File: config.mk
export PLATFORM = sky130hd
export DESIGN_NAME = datapath
export DESIGN_NICKNAME = d
export VERILOG_FILES = /design/src/rtl/datapath_pkg.sv /design/src/rtl/datapath_ram.sv /design/src/rtl/datapath.sv
export SDC_FILE = /design/constraint.sdc
export NUM_CORES = 1
export LEC_CHECK = 0
export BUFFER_PORTS_ARGS = -buffer_cell sky130_fd_sc_hd__buf_2
export CAP_MARGIN = 25
export CORE_UTILIZATION = 55
export CTS_BUF_LIST = sky130_fd_sc_hd__clkbuf_16
export DETAILED_ROUTE_END_ITERATION = 8
export GPL_TIMING_DRIVEN = 0
export PLACE_DENSITY = 0.79
export SYNTH_ARGS = -nofsm -noshare
export SYNTH_HDL_FRONTEND = slang
export SYNTH_SLANG_ARGS = --single-unit
File: constraint.sdc
create_clock -name CLOCK_50 -period 3.8 [get_ports CLOCK_50]
set_input_delay 0.38 -clock CLOCK_50 [delete_from_list [all_inputs] [get_ports CLOCK_50]]
set_output_delay 0.38 -clock CLOCK_50 [all_outputs]
set_load 0.02 [all_outputs]
File: src/rtl/datapath_pkg.sv
// Shared widths, opcode and A-source encodings for the accumulator processor datapath.
package datapath_pkg;

  localparam int unsigned DEF_DATA_W = 8;
  localparam int unsigned DEF_ADDR_W = 5;
  localparam int unsigned DEF_OPC_W  = 3;

  typedef enum logic [2:0] {
    OP_LOAD  = 3'b000,
    OP_STORE = 3'b001,
    OP_ADD   = 3'b010,
    OP_SUB   = 3'b011,
    OP_INPUT = 3'b100,
    OP_JZ    = 3'b101,
    OP_JPOS  = 3'b110,
    OP_HALT  = 3'b111
  } opcode_t;

  typedef enum logic [1:0] {
    ASEL_ALU  = 2'b00,
    ASEL_IN   = 2'b01,
    ASEL_MEM  = 2'b10,
    ASEL_RSVD = 2'b11
  } asel_t;

endpackage

File: src/rtl/datapath_ram.sv
// Unified program/data RAM: synchronous read register, read-before-write.
module datapath_ram
  import datapath_pkg::*;
#(
  parameter int unsigned DATA_W = DEF_DATA_W,
  parameter int unsigned ADDR_W = DEF_ADDR_W
) (
  input  logic              i_clk,
  input  logic              i_rst,
  input  logic              i_we,
  input  logic [ADDR_W-1:0] i_waddr,
  input  logic [DATA_W-1:0] i_wdata,
  input  logic [ADDR_W-1:0] i_raddr,
  output logic [DATA_W-1:0] o_rdata
);

  localparam int unsigned DEPTH = 2 ** ADDR_W;

  logic [DATA_W-1:0] r_mem [DEPTH];
  logic [DATA_W-1:0] r_rdata;

  // Storage array carries no reset so it maps onto a memory macro.
  always_ff @(posedge i_clk) begin
    if (i_we) begin
      r_mem[i_waddr] <= i_wdata;
    end
  end

  // Read register samples the pre-write word on a same-address write.
  always_ff @(posedge i_clk) begin
    if (i_rst) begin
      r_rdata <= '0;
    end else begin
      r_rdata <= r_mem[i_raddr];
    end
  end

  assign o_rdata = r_rdata;

endmodule

File: src/rtl/datapath.sv
// Execution datapath: PC, IR, accumulator, unified RAM, add/sub unit and A source mux.
module datapath
  import datapath_pkg::*;
#(
  parameter int unsigned DATA_W = DEF_DATA_W,
  parameter int unsigned ADDR_W = DEF_ADDR_W,
  parameter int unsigned OPC_W  = DEF_OPC_W
) (
  input  logic              CLOCK_50,
  input  logic              reset,
  input  logic              IRload,
  input  logic              JMPmux,
  input  logic              PCload,
  input  logic              Meminst,
  input  logic              MemWr,
  input  logic [1:0]        Asel,
  input  logic              Aload,
  input  logic              Sub,
  input  logic              Halt,
  input  logic [DATA_W-1:0] Input,
  input  logic              prog_we,
  input  logic [ADDR_W-1:0] prog_addr,
  input  logic [DATA_W-1:0] prog_data,
  output logic [OPC_W-1:0]  IR,
  output logic              Aeq0,
  output logic              Apos,
  output logic [DATA_W-1:0] A_out,
  output logic [ADDR_W-1:0] PC_out
);

  logic [ADDR_W-1:0] r_pc;
  logic [DATA_W-1:0] r_ir;
  logic [DATA_W-1:0] r_a;

  logic [ADDR_W-1:0] w_ram_addr;
  logic [DATA_W-1:0] w_rdata;
  logic [DATA_W-1:0] w_alu;
  logic [DATA_W-1:0] w_a_next;
  logic [ADDR_W-1:0] w_pc_next;
  logic              w_we;
  logic [ADDR_W-1:0] w_waddr;
  logic [DATA_W-1:0] w_wdata;

  assign w_ram_addr = Meminst ? r_ir[ADDR_W-1:0] : r_pc;
  assign w_pc_next  = JMPmux ? r_ir[ADDR_W-1:0] : r_pc + ADDR_W'(1);
  assign w_alu      = Sub ? (r_a - w_rdata) : (r_a + w_rdata);

  // Program-load port wins over the processor store and ignores Halt/reset.
  assign w_we    = prog_we | (MemWr & ~Halt & ~reset);
  assign w_waddr = prog_we ? prog_addr : w_ram_addr;
  assign w_wdata = prog_we ? prog_data : r_a;

  always_comb begin
    w_a_next = r_a;
    case (asel_t'(Asel))
      ASEL_ALU: w_a_next = w_alu;
      ASEL_IN:  w_a_next = Input;
      ASEL_MEM: w_a_next = w_rdata;
      default:  w_a_next = r_a;
    endcase
  end

  always_ff @(posedge CLOCK_50) begin
    if (reset) begin
      r_pc <= '0;
      r_ir <= '0;
      r_a  <= '0;
    end else if (!Halt) begin
      if (PCload) r_pc <= w_pc_next;
      if (IRload) r_ir <= w_rdata;
      if (Aload)  r_a  <= w_a_next;
    end
  end

  datapath_ram #(
    .DATA_W (DATA_W),
    .ADDR_W (ADDR_W)
  ) u_ram (
    .i_clk   (CLOCK_50),
    .i_rst   (reset),
    .i_we    (w_we),
    .i_waddr (w_waddr),
    .i_wdata (w_wdata),
    .i_raddr (w_ram_addr),
    .o_rdata (w_rdata)
  );

  assign IR     = r_ir[DATA_W-1 -: OPC_W];
  assign Aeq0   = (r_a == '0);
  assign Apos   = ~r_a[DATA_W-1] & (r_a != '0);
  assign A_out  = r_a;
  assign PC_out = r_pc;

endmodule

======== Yosys cells after proc, flatten, opt, wreduce, memory -nomap -nowiden ========
Memory sizes are Yosys's and may differ from the RTL's. A register that Yosys moved wholly into a read port is not among the register bits.
Cells that the tools add are included.
word-level totals
  register bits ........................... 21
  bits in writable memories ............... 256
  input bits .............................. 34
  logic and storage cells ................. 31
  memories kept ........................... 1
operators by class
  add/sub/neg operators ................... 3
  eq/ne operators ......................... 2
  muxes and demuxes ....................... 8
  bitwise gates (word level) .............. 7
  reductions and logical operators ........ 7
memory list
  name         words  width  read ports  clocked after memory_dff  wr ports  RTL line            source
  u_ram.r_mem  32     8      1           1                         1         datapath_ram.sv:19  logic [DATA_W-1:0] r_mem [DEPTH];
operators by type and width
  kind                   count
  $pmux W8 S3            1
  $mux W8                2
  $mux W5                3
  $add A8 B8 Y8          1
  $logic_not A8 Y1       1
  $reduce_bool A8 Y1     1
  $sub A8 B8 Y8          1
  $add A5 B1 Y5 const B  1
  $reduce_and A2 Y1      2
  $and A1 B1 Y1          3
  $not A1 Y1             3
  $reduce_and A3 Y1      1
  $reduce_bool A3 Y1     1
  $eq A2 B1 Y1 const B   1
  $eq A2 B2 Y1 const B   1
  $logic_not A2 Y1       1
  $mux W1                2
  $or A1 B1 Y1           1

======== Depth between registers and ports, before layout ========
Gate-level depths: netlist (run 1).
  depth after elaboration ................. 6
  depth in mapped cells ................... 10
  mapped depth without buffers ............ 10

======== Modules after synthesis ========
From an unflattened synthesis (run 1), not the netlist that was laid out.
unflattened totals
  cells, all modules ...................... 689
  area total of the unflattened synthesis .. 12155.4 sq um
modules (own cells, without submodules)
  module        times used  cells an instance  area an instance (sq um)  sequential area each (sq um)
  datapath_ram  1           472                10387.5                   7847.5
  datapath      1           217                1767.9                    420.4

======== Least setup slack after synthesis (run 1) ========
Ideal clock, no wire load.
  path type ............................... in2reg
  start point ............................. in prog_we
  end point ............................... mem u_ram.r_mem[0][0] in the netlist's numbering, data pin
  library setup time ...................... 454 ps
  data arrival time ....................... 1921 ps
  data required time ...................... 3346 ps
  path slack .............................. 1425 ps
  stages on the path ...................... 2
  path through ............................ clkbuf_1 o21ai_0
on the way
  longest elaborated chain between the ends .. 1
RTL lines
  item                  RTL line            source
  from (decl)           datapath.sv:21      input logic prog_we,
  $mux W8               datapath.sv:51      assign w_wdata = prog_we ? prog_data : r_a;
  via u_ram.i_wdata[0]  datapath_ram.sv:12  input logic [DATA_W-1:0] i_wdata,
  to (decl)             datapath_ram.sv:19
The timed path passes the listed nets, and every way through them passes these cells.

======== Worst setup path after layout (run 1) ========
  start point ............................. reg r_pc[3] (netlist: PC_out[3])
  end point ............................... reg u_ram.r_rdata[6] (netlist: u_ram.o_rdata[6]) (read register of u_ram.r_mem)
on the way
  longest elaborated chain between the ends .. 1
RTL lines
  item                    RTL line            source
  from (decl)             datapath.sv:31      logic [ADDR_W-1:0] r_pc;
  from (signal assigned)  datapath.sv:69      if (PCload) r_pc <= w_pc_next;
  $mux W5                 datapath.sv:44      assign w_ram_addr = Meminst ? r_ir[ADDR_W-1:0] : r_pc;
  to (decl)               datapath_ram.sv:20  logic [DATA_W-1:0] r_rdata;
No other way between the ends.
A chain may end at the register's enable or synchronous reset.

==> qor.yml, run 1 <==
finish:
  diodes: 0
  n_fill_cell: 1468
  nets: 876
  layout_commonest_cell: "edfxtp_1"
  drive_gt1_share_pct: 18.7
  areaGrowthSynthToFinish_pct: 13.2
  final_area_mm2: 0.0135
  mostFrequentLayoutCells: "edfxtp_1 (256), mux2i_1 (77), nor2_1 (67), buf_2 (53), o22ai_1 (33)"
sta:
  tns_ps: 0
  hold_violations: 0
  finalSetupViolations: 0
  rsz0062_at_grt: "no"
  slew-limit-headroom_pct: 34.2
  max_slew.worst_pin.slew_ps: 983
  max_freq_mhz: 358
  period_minus_slack_ps: 2790
  finalClockSkew_ps: 16.6
  slew_violations: 0
  fin_hold_ws_ps: 303
  period_share_pct: 73.4
synth:
  synth-async-reset-ratio_pct: 0
  seq_area_frac_synth_pct: 69.2
  synth_ff_type: "edfxtp_1"
  synth_fp_nets: 796
  ys_warn_count: 0
  synth.avg_cell_area_um2: 16.0
  ys_types: 53
  syn_area_mm2: 0.0120
  synth_edf_count: 256
  ys_ff_latch: 285
  syn_inst: 749
outcome:
  outcome: "completed"
clock_network:
  clk_path_buf_depth: 3
  path_clk_slew_ps: 60
  cts_resized: 0
  hold_buffers: 0
  cts_num_sinks: 285
  root_buffer: "clkbuf_16"
  cts_max_level: 1
  clock_latency_ps: 560
  numCtsBuffers: 29
  cts_setup_buffers: 0
  cts_tree: "built"
hold_path:
  hp-class: "input pin to register"
  holdPathEnd: "A_out[6]"
  worstHoldStart: "Input[6]"
  holdPathStages: 4
die:
  ioPinCount: 52
  start_util_pct: 56.5
  die_x_um: 149
  die-height_um: 149
  dieArea_mm2: 0.0223
  core_mm2: 0.0212
  rows: 53
place:
  dpl_cell_area_mm2: 0.0126
  port_buffers: 48
  place_congestion: 0.918
  dp_hpwl_mm: 17.3
pwr:
  p_total_uw: 6900
  ir_drop_mv: 0.453
  p_comb_share_pct: 8.2
  leakage_uw: 0.00494
  clock_power_share_pct: 40.7
  seqPwrFrac_pct: 51.1
  sw_frac_of_total_pct: 22.2
  p_switching_uw: 1540
  p_per_area_mw_per_mm2: 510
  internal_power_uw: 5370
grt:
  grt_max_degree: 33
  grt_usage_pct: 24.0
  grt_pass1_wl_mm: 38.7
  grt_pass1_vias: 6719
  antenna_found_initial: 0
  grt-ovfl-total: 0
routing:
  drc: 0
  drt_iter0_drc: 633
  wire_per_inst_um: 23.1
  num_vias: 6956
  vias_per_cell: 6.18
  first_pass_iters: 5
  ant_nets: 0
  wl_mm: 26.0
setup_path:
  r2r.worst_path.cells: 6
  crit_type: "register to register"
  max_stage_delay_ps: 730
  rr_endpoint: "u_ram.o_rdata[6]"
  required_ps: 4200
  crit_path_cell_trace: "clkbuf_1 > nor3b_1 > o21ai_1 > o22ai_1 > nor4_1 > o211ai_1"
  critPathArrivalTime_ps: 3190
  critPathBufInv: 1
  reg2reg_from: "PC_out[3]"
  crit_path_max_fanout: 10
  crit_start: "PC_out[3]"
  reg2reg_slack_ps: 1010
  cp-end-kind: "register"
  cpMaxStageDelayCell: "nor4_1"
  crit_family: "compound AO/OA/AOI/OAI gates"
  start_kind: "register"
flow_run:
  cap_violations: 0
synthesized netlist by cell type (7+ instances only):
| master | count | area (um^2) |
|---|---|---|
| a22oi_1 | 21 | 158 |
| nand3_1 | 7 | 35.0 |
| nor4_1 | 8 | 50.1 |
| mux4_2 | 32 | 721 |
| inv_1 | 14 | 52.6 |
| mux2i_1 | 77 | 771 |
| edfxtp_1 | 256 | 7690 |
| o211ai_1 | 8 | 60.1 |
| nand2_1 | 24 | 90.1 |
| dfxtp_1 | 29 | 581 |
| a31oi_1 | 9 | 56.3 |
| ha_1 | 12 | 150 |
| o21ai_0 | 11 | 55.1 |
| xnor2_1 | 9 | 78.8 |
| buf_6 | 8 | 90.1 |
| nor3_1 | 8 | 40.0 |
| mux2_2 | 10 | 113 |
| a21oi_1 | 15 | 75.1 |
| o22ai_1 | 33 | 206 |
| clkbuf_1 | 17 | 63.8 |
| o21ai_1 | 8 | 40.0 |
| nor2_1 | 67 | 251 |
how the worst max path moves through the flow:
stage               slack (ps)                  to  cells after the start
global route               870  u_ram.r_mem[28][1]                      6
detailed placement         860  u_ram.r_mem[24][4]                      7
floorplan                 1430   u_ram.r_mem[0][0]                      2
finish                    1010    u_ram.o_rdata[6]                      6
CTS                       1030  u_ram.r_mem[24][0]                      6
global placement          -760   u_ram.r_mem[8][0]                      3
stage by stage:
| step | worst slack [ps] | instances | util, % |
|---|---|---|---|
| 2_1_floorplan | 1430 | 749 | - |
| 3_3_place_gp | -762 | 1072 | 59.3 |
| 3_5_place_dp | 860 | 1073 | 59.4 |
| 4_1_cts | 1030 | 1126 | 64.0 |
| 5_1_grt | 872 | 1126 | 64.0 |
| 6_report | 1010 | 1126 | 64.0 |
flip-flops by register name (all words and copies together), names as in the netlist:
register	count
u_ram.r_mem	256
A_out	8
r_ir	8
u_ram.o_rdata	8
PC_out	5
cell type report:
type                       instances  area (um^2)  share of cell area (%)
buffer                            37          235                    1.74
clock buffer                      29          726                    5.36
clock inverter                    24          236                    1.75
inverter                          14         52.6                   0.388
multi-input combinational        413         3400                    25.1
sequential                       285         8270                    61.1
tap                              275          344                    2.54
timing repair buffer              49          268                    1.98
worst min-delay path, delay by kind of cell:
family                 cells  cell delay, ps
AOI/OAI and AO/OA          3             350
buffers and inverters      1              80
routing by layer:
metal / up-vias / GRT usage [%] / part of all wire, %
li1: 3139 / - / -
met1: 3431 / 33.3 / 41
met2: 333 / 39.4 / 48
met3: 53 / 3.48 / 8.0
met4: 0 / 7.30 / 2.8
met5: - / 0 / 0
cells by family (layout without fill, tap and decap cells):
family,Yosys count,after routing,share of synthesized area [%]
simple gates,142,142,5.60
xor+xnor,9,9,0.659
flops,285,285,69.2
compound gates,128,128,7.10
mux,121,121,13.6
fa+ha+maj,13,13,1.42
buf+inv,51,153,2.41
power by group through the flow:
stage	Clock [uW]	Sequential, uW	Combinational [uW]
4_1_cts	2840	3520	563
5_1_grt	2960	3530	614
3_3_place_gp	0	3590	540
3_5_place_dp	0	3590	560
2_1_floorplan	0	3590	380
6_report	2810	3530	567
Note: power is estimated with default switching activity, not from simulation.
==> run 2, diff against run 1 <==
clock period = 2.7 ns   (was 3.8 ns; I/O delays follow)
==> qor.yml, run 2 (same netlist as run 1, synthesis figures left out) <==
finish:
  largest_reg_flops: 256  # unchanged
  mostFrequentLayoutCells: "edfxtp_1 (256), mux2i_1 (77), buf_2 (53), nor2_1 (50), o22ai_1 (33)"
  drive_gt1_share_pct: 21.0  # +2.3 points
  nets: 877  # +0.11%
  final_area_mm2: 0.0136  # +0.44%
  fin_util_pct: 64.3  # +0.28 points
  layout_commonest_cell: "edfxtp_1"
  areaGrowthSynthToFinish_pct: 13.7
  regMostFlops: "u_ram.r_mem"
  diodes: 0  # unchanged
sta:
  hold_violations: 0  # unchanged
  setup_slack_ps: -90.8  # -1100 ps
  finalSetupViolations: 4  # +4
  finalClockSkew_ps: 18.8  # +2.16 ps
  max_slew.worst_pin.slew_ps: 827  # -156 ps
  period_share_pct: 103  # +30 points
  rsz0062_at_grt: "yes"
  slew-limit-headroom_pct: 44.7  # +10 points
  fin_hold_ws_ps: 198  # -106 ps
  max_freq_mhz: 358  # about the same
  slew_violations: 0  # unchanged
  period_minus_slack_ps: 2790  # +1.44 ps
clock_network:
  path_clk_slew_ps: 60  # about the same
  root_buffer: "clkbuf_16"
  clock_latency_ps: 550  # about the same
  clk_path_buf_depth: 3  # unchanged
  cts_num_sinks: 285  # unchanged
  cts_tree: "built"
  cts_max_level: 1  # unchanged
  numCtsBuffers: 29  # unchanged
pwr:
  leakage_uw: 0.00494  # about the same
  p_per_area_mw_per_mm2: 715  # +40%
  ir_drop_mv: 0.645  # +42%
routing:
  wire_per_inst_um: 23.1  # +0.20%
  first_pass_iters: 5  # unchanged
  drt_iter0_drc: 588  # -7.1%
  drc: 0  # unchanged
  wl_mm: 26.1  # +0.29%
  num_vias: 6930  # -0.37%
  ant_nets: 0  # unchanged
  vias_per_cell: 6.15  # -0.46%
place:
  port_buffers: 48  # unchanged
  place_congestion: 0.918  # unchanged
  dpl_cell_area_mm2: 0.0126  # unchanged
  dp_hpwl_mm: 17.3  # unchanged
grt:
  grt_max_degree: 33  # unchanged
  grt_pass1_wl_mm: 38.8  # +0.16%
  grt_pass1_vias: 6740  # +0.31%
  antenna_found_initial: 0  # unchanged
  grt_usage_pct: 24.0  # +0.048 points
  grt-ovfl-total: 0  # unchanged
hold_path:
  worstHoldStart: "Input[6]"
  hp-class: "input pin to register"
setup_path:
  critPathBufInv: 1  # unchanged
  start_kind: "register"
  cp-end-kind: "register"
  crit_start: "PC_out[3]"
  required_ps: 3100  # -1100 ps
  reg2reg_from: "PC_out[3]"
  cpMaxStageDelayCell: "nor4_1"
  max_stage_delay_ps: 720  # about the same
  crit_type: "register to register"
  crit_family: "compound AO/OA/AOI/OAI gates"
  crit_path_max_fanout: 10  # unchanged
  critPathArrivalTime_ps: 3190  # about the same
  crit_path_cell_trace: "clkbuf_1 > nor3b_1 > o21ai_1 > o22ai_1 > nor4_1 > o211ai_1"
die:
  rows: 53  # unchanged
  die-height_um: 149  # unchanged
  core_mm2: 0.0212  # unchanged
  dieArea_mm2: 0.0223  # unchanged
  ioPinCount: 52  # unchanged
  start_util_pct: 56.5  # unchanged
  die_x_um: 149  # unchanged
flow_run:
  cap_violations: 0  # unchanged
outcome:
  outcome: "finished with violations"
  violations: "negative setup slack"
run 2: changes by cell type in the layout (fill, tap and decap cells not counted), sizes merged:
| cell | previous run | this run |
|---|---|---|
| buf | 68 | 69 |
run 2: layout make-up:
class,instances,area [um^2]
Multi-Input combinational cell,413,3450
Buffer,37,235
Timing Repair Buffer,50,275
Inverter,14,52.6
Clock buffer,29,726
Tap cell,275,344
Sequential cell,285,8270
Clock inverter,24,236
Fill cell,1465,7560
run 2: power breakdown:
| group | leakage (uW) | switching (uW) | internal [uW] |
|---|---|---|---|
| Clock | 0.000496 | 1610 | 2350 |
| Sequential | 0.00258 | 50.0 | 4910 |
| Combinational | 0.00187 | 506 | 299 |
| Total | 0.00494 | 2170 | 7560 |
run 2: path summary, 6_finish.rpt:
kind,cells past startpoint,slack [ps],endpoint
setup / recovery,6,-90,u_ram.o_rdata[0]
hold / removal,4,200,A_out[6]
setup reg to reg,6,-90,u_ram.o_rdata[0]
hold reg to reg,2,500,r_ir[7]
run 2: per-layer routing:
metal / track usage, % / up-vias / routed length [um]
li1: - / 3142 / -
met1: 33.4 / 3408 / 10800
met2: 39.6 / 332 / 12600
met3: 3.32 / 48 / 2000
met4: 7.40 / 0 / 654
met5: 0 / - / 0
run 2: worst reg2reg max path: stages (launching register included):
cell and delay (ps):
dfxtp_1 350, clkbuf_1 370, nor3b_1 170, o21ai_1 610
o22ai_1 260, nor4_1 720, o211ai_1 160
run 2: per-stage QoR:
stage	total power [uW]	setup TNS, ps	std cells	setup slack, ps
finish	9720	-184	1127	-90.8
global route	10000	-5380	1127	-184
CTS	9750	-397	1126	-29.7
detailed placement	5840	-5290	1073	-130
global placement	5810	-58880	1072	-1750
floorplan	5580	0	749	388
run 2: timing repair:
action | CTS | global route
setup endpoints to repair | 32 | 143
setup buffers | 0 | 0
gates resized for setup | 5 | 14
hold buffers | 0 | 0
